`config.mk`:
```
export PLATFORM = sky130hd
export DESIGN_NAME = firebird7_in_gate1_tessent_data_mux_ctrl
export DESIGN_NICKNAME = d
export VERILOG_FILES = /design/src/rtl/firebird7_in_gate1_tessent_mux_ctrl_pkg.sv /design/src/rtl/firebird7_in_gate1_tessent_data_mux_w3_11.sv /design/src/rtl/firebird7_in_gate1_tessent_data_mux_ctrl.sv
export SDC_FILE = /design/constraint.sdc
export NUM_CORES = 1
export LEC_CHECK = 0
export BUFFER_PORTS_ARGS = -buffer_cell sky130_fd_sc_hd__buf_2
export CAP_MARGIN = 20
export CORE_MARGIN = 3
export CORE_UTILIZATION = 61
export CTS_BUF_LIST = sky130_fd_sc_hd__clkbuf_8
export CTS_CLUSTER_DIAMETER = 80
export CTS_CLUSTER_SIZE = 10
export DETAILED_ROUTE_END_ITERATION = 8
export PLACE_DENSITY_LB_ADDON = 0.05
export SLEW_MARGIN = 20
export SYNTH_ARGS = -nofsm -noshare
export SYNTH_HDL_FRONTEND = slang
export SYNTH_SLANG_ARGS = --single-unit
```
`constraint.sdc`:
```
create_clock -name ijtag_tck -period 2.5 [get_ports ijtag_tck]
set_clock_uncertainty 0.15 [all_clocks]
set_input_delay 0.5 -clock ijtag_tck [delete_from_list [all_inputs] [get_ports ijtag_tck]]
set_output_delay 0.5 -clock ijtag_tck [all_outputs]
set_load 0.005 [all_outputs]
```
`src/rtl/firebird7_in_gate1_tessent_mux_ctrl_pkg.sv`:
```
// Shared types and defaults for the tessent_data_mux ownership controller.
package firebird7_in_gate1_tessent_mux_ctrl_pkg;

    typedef enum logic [2:0] {
        IDLE,
        DRAIN,
        GUARD,
        OWN,
        RELEASE
    } mux_ctrl_state_e;

    localparam int MUX_CTRL_WIDTH_DEFAULT = 3;

endpackage

```
`src/rtl/firebird7_in_gate1_tessent_data_mux_w3_11.sv`:
```
// IJTAG/functional data mux: select=1 routes the IJTAG shadow data to the output.
module firebird7_in_gate1_tessent_data_mux_w3_11
    import firebird7_in_gate1_tessent_mux_ctrl_pkg::*;
#(
    parameter int WIDTH = MUX_CTRL_WIDTH_DEFAULT
) (
    input  logic             ijtag_select,
    input  logic [WIDTH-1:0] ijtag_data_in,
    input  logic [WIDTH-1:0] functional_data_in,
    output logic [WIDTH-1:0] data_out
);

    assign data_out = ijtag_select ? ijtag_data_in : functional_data_in;

endmodule

```
`src/rtl/firebird7_in_gate1_tessent_data_mux_ctrl.sv`:
```
// Ownership controller for one tessent_data_mux: drains the functional side, inserts
// guard gaps around select changes, and shadows IJTAG data behind the update pulse.
module firebird7_in_gate1_tessent_data_mux_ctrl
    import firebird7_in_gate1_tessent_mux_ctrl_pkg::*;
#(
    parameter int WIDTH        = MUX_CTRL_WIDTH_DEFAULT,
    parameter int GUARD_CYCLES = 4,
    parameter int DRAIN_MAX    = 255
) (
    input  logic             ijtag_tck,
    input  logic             ijtag_reset,
    input  logic             ijtag_req,
    input  logic             ijtag_update,
    input  logic [WIDTH-1:0] ijtag_data_in,
    input  logic             func_busy,
    input  logic [WIDTH-1:0] functional_data_in,
    output logic             func_hold,
    output logic             ijtag_grant,
    output logic             ijtag_select,
    output logic [WIDTH-1:0] data_out,
    output logic             drain_timeout
);

    localparam int DCW = $clog2(DRAIN_MAX + 1);
    localparam int GCW = $clog2(GUARD_CYCLES + 1);

    localparam logic [DCW-1:0] DRAIN_LAST = DCW'(DRAIN_MAX - 1);
    localparam logic [GCW-1:0] GUARD_LOAD = GCW'(GUARD_CYCLES - 1);
    localparam logic [DCW-1:0] DRAIN_ONE  = DCW'(1);
    localparam logic [GCW-1:0] GUARD_ONE  = GCW'(1);

    mux_ctrl_state_e  state_q, state_d;
    logic [DCW-1:0]   drain_cnt_q, drain_cnt_d;
    logic [GCW-1:0]   guard_cnt_q, guard_cnt_d;
    logic [WIDTH-1:0] shadow_q, shadow_d;
    logic             drain_timeout_q, drain_timeout_d;

    always_comb begin
        // NOTE: every signal gets a default before the case so no path leaves it unassigned (no latch).
        state_d         = state_q;
        drain_cnt_d     = drain_cnt_q;
        guard_cnt_d     = guard_cnt_q;
        drain_timeout_d = drain_timeout_q;
        shadow_d        = ijtag_update ? ijtag_data_in : shadow_q;

        unique case (state_q)
            IDLE: begin
                if (ijtag_req) begin
                    state_d     = DRAIN;
                    drain_cnt_d = '0;
                end
            end
            DRAIN: begin
                if (!ijtag_req) begin
                    state_d = IDLE;
                end else if (!func_busy) begin
                    state_d     = GUARD;
                    guard_cnt_d = GUARD_LOAD;
                end else if (drain_cnt_q == DRAIN_LAST) begin
                    state_d         = IDLE;
                    drain_timeout_d = 1'b1;
                end else begin
                    drain_cnt_d = drain_cnt_q + DRAIN_ONE;
                end
            end
            GUARD: begin
                if (!ijtag_req) begin
                    state_d = IDLE;
                end else if (guard_cnt_q == '0) begin
                    state_d = OWN;
                end else begin
                    guard_cnt_d = guard_cnt_q - GUARD_ONE;
                end
            end
            OWN: begin
                if (!ijtag_req) begin
                    state_d     = RELEASE;
                    guard_cnt_d = GUARD_LOAD;
                end
            end
            RELEASE: begin
                // A re-request is deliberately deferred until IDLE so the gap is always full length.
                if (guard_cnt_q == '0) begin
                    state_d = IDLE;
                end else begin
                    guard_cnt_d = guard_cnt_q - GUARD_ONE;
                end
            end
            default: state_d = IDLE;
        endcase

        func_hold    = (state_q != IDLE);
        ijtag_select = (state_q == OWN);
        ijtag_grant  = (state_q == OWN);
    end

    always_ff @(posedge ijtag_tck) begin
        // NOTE: sequential state uses non-blocking assignments so all flops update from pre-edge values.
        if (ijtag_reset) begin
            state_q         <= IDLE;
            drain_cnt_q     <= '0;
            guard_cnt_q     <= '0;
            // NOTE: the shadow is reset because it reaches data_out as soon as select rises.
            shadow_q        <= '0;
            drain_timeout_q <= 1'b0;
        end else begin
            state_q         <= state_d;
            drain_cnt_q     <= drain_cnt_d;
            guard_cnt_q     <= guard_cnt_d;
            shadow_q        <= shadow_d;
            drain_timeout_q <= drain_timeout_d;
        end
    end

    assign drain_timeout = drain_timeout_q;

    firebird7_in_gate1_tessent_data_mux_w3_11 #(
        .WIDTH(WIDTH)
    ) u_data_mux (
        .ijtag_select      (ijtag_select),
        .ijtag_data_in     (shadow_q),
        .functional_data_in(functional_data_in),
        .data_out          (data_out)
    );

endmodule

```
==> results by group <==
Clock network
  • CTS Hold Buffers Added: 0
  • Clock Path Buffers: 2
  • Max H-tree Level: 1
  • CTS buffer count: 3
  • Clk_lat worst skew: about 250 ps
  • CTS tree: yes
  • Post-CTS Repair Setup Buffers: 0
  • Clock transition at path regs: 70 ps
  • Resized cells post-CTS: 0
  • CTS sink count: 18
  • CTS Root Cell: clkbuf_8

Run
  • Max_cap viols: 0

Placed design
  • Post-DP HPWL: 1560 microns
  • Routability cong.: around 0.79
  • Placed cells: 141
  • Dpl cell area: 0.00106 sq mm
  • Buffers on Ports: 17
  • Placement Setup Slack: 460 ps

Detailed routing
  • DRC viols: 0
  • Wire per inst: roughly 15 microns
  • DR vias: 919
  • First-pass detailed-route iteration total: 4
  • Detail Route Antenna Nets: 0
  • Iter 0 DRT Violations: 23
  • Final WL: 2210 microns
  • Vias/cell: 6.34

Cells and area
  • Layout Utilization: 79.1%
  • Antenna diodes: 0
  • Design Area, Final: 0.00112 sq mm
  • Share of cells above drive strength 1: approximately a fifth
  • Final Instance Count excl. Fillers: 145
  • Layout area overhead: 13.3%
  • Layout net count: 146

Setup path
  • WP data required: 1850 ps
  • Crit Path Max Fanout: 10
  • Worst R2R Setup Slack: 570 ps
  • CP Class: register to output pin
  • Worst path arrival time: between 1500 and 2000 ps
  • Setup crit end kind: output pin
  • Critical Path Start Type: register

GRT
  • Total track usage: 23.5%
  • Largest net degree at the start of global routing: 14
  • Total grt overflow: 0
  • Antenna violations before repair: 0
  • First-pass GRT wire length: about 3600 microns
  • Vias in the first global route: 828

STA
  • Period minus WS final: roughly 2300 ps
  • Final TNS setup: 0 ps
  • Max-slew violations: 0
  • Worst hold slack: 332 ps
  • Worst slew pin tran: 505 ps
  • Hold Fails Final Rpt: 0
  • Slew Limit Headroom: 66.3%
  • Final WS setup: 199 ps
  • Final period util: 92.0%
  • Finish-stage setup viols: 0
  • FMAX: 435 MHz
  • RSZ-0062 raised after global routing: no

Yosys
  • Syn Area/Cell: 8.75 sq um
  • Most frequent cell after synthesis: dfxtp_1
  • Synthesized Nets: 128
  • Primary FF master, synth: dfxtp_1
  • Register area share after synthesis: 36.5%
  • Syn Inst Count: 113
  • Ranking of synthesized cells by area: dfxtp_1 36%, ha_1 5.1%, inv_1 4.2%, nor2_1 3.4%, mux2_2 3.4%
  • Post-synth ARST share: 0%
  • Mapped cell area: 988 sq um
  • Biggest area consumer among synthesized cells: dfxtp_1
  • Yosys top cell area share: 36.5%
  • Unique cell type count in the Yosys netlist: 42
  • Post-synth EDFFs: 0
  • Synth Register Bits: 18
  • Synthesis Warnings: 0
  • Post-synth top cells: 18 x dfxtp_1, 11 x inv_1, 9 x nor2_1

Floorplan
  • Initial core utilization: 69.8%
  • CORE AREA: 0.00142 sq mm
  • Die span in x: about 46 microns
  • Die H: 46.3 microns
  • # IOs: 18
  • Row cnt: 13
  • Die area: ~0.0021 sq mm

Status
  • Outcome: complete, no violations

Power
  • Pwr Total: 0.607 mW
  • Lkg Pwr: around 0.45 nW
  • Maximum VDD drop: 419 uV
  • PwrDens: 542 mW/mm^2

Min path
  • Worst Hold Class: register to register
path summary, 6_finish.rpt:
kind / depth (start not counted) / startpoint / end
max: 4 / state_q[0]$_SDFFE_PP0P_ / data_out[1]
min: 2 / drain_timeout$_SDFFE_PP0P_ / drain_timeout$_SDFFE_PP0P_
max reg2reg: 6 / drain_cnt_q[0]$_SDFFE_PP0P_ / drain_cnt_q[5]$_SDFFE_PP0P_
min reg2reg: 2 / drain_timeout$_SDFFE_PP0P_ / drain_timeout$_SDFFE_PP0P_
layout make-up:
class,instances,area [sq um]
Tap cell,15,18.8
Sequential cell,18,360
Inverter,11,41.3
Clock buffer,4,55.1
Timing Repair Buffer,18,92.6
Fill cell,98,295
Multi-Input combinational cell,79,552
cells by family (layout without fill, tap and decap cells):
group / count (synthesis) / in the layout / synth area share [%]
adders and majority gates: 4 / 4 / 5.06
muxes: 6 / 6 / 6.46
AOI/OAI and AO/OA: 29 / 29 / 20.9
buffers and inverters: 16 / 33 / 7.72
xor gates and xnor gates: 1 / 1 / 0.886
DFF: 18 / 18 / 36.5
and+or+nand+nor: 39 / 39 / 22.5
state kept, by name (all words and copies together) (netlist names):
name and flops:
drain_cnt_q 8, drain_timeout 1, guard_cnt_q 3, shadow_q 3, state_q 3
cells in the final DEF, fill, tap and decap left out, types with 4 or more instances in the layout:
cell	n
a21oi_1	6
buf_2	17
clkbuf_8	4
dfxtp_1	18
ha_1	4
inv_1	11
nand3_1	5
nor2_1	9
o21ai_0	5
or3_1	4
power by group:
part           switching [mW]  internal [mW]
registers             0.00757          0.295
logic                  0.0354         0.0307
clock network          0.0990          0.140
total                   0.142          0.465
per-layer routing:
layer	track usage [%]	share of wire (%)	vias up
met4	10.2	2.0	0
met1	28.3	41	417
met2	39.8	49	47
met3	4.69	8.0	8
met5	0	0	-
li1	-	-	447
critical path, cell delays in order, from the launching register on:
cell and delay [ps]:
dfxtp_1 480, nor2b_1 290, nand2_1 190, mux2_2 320, buf_2 120
Note: power is estimated with default switching activity, not from simulation.
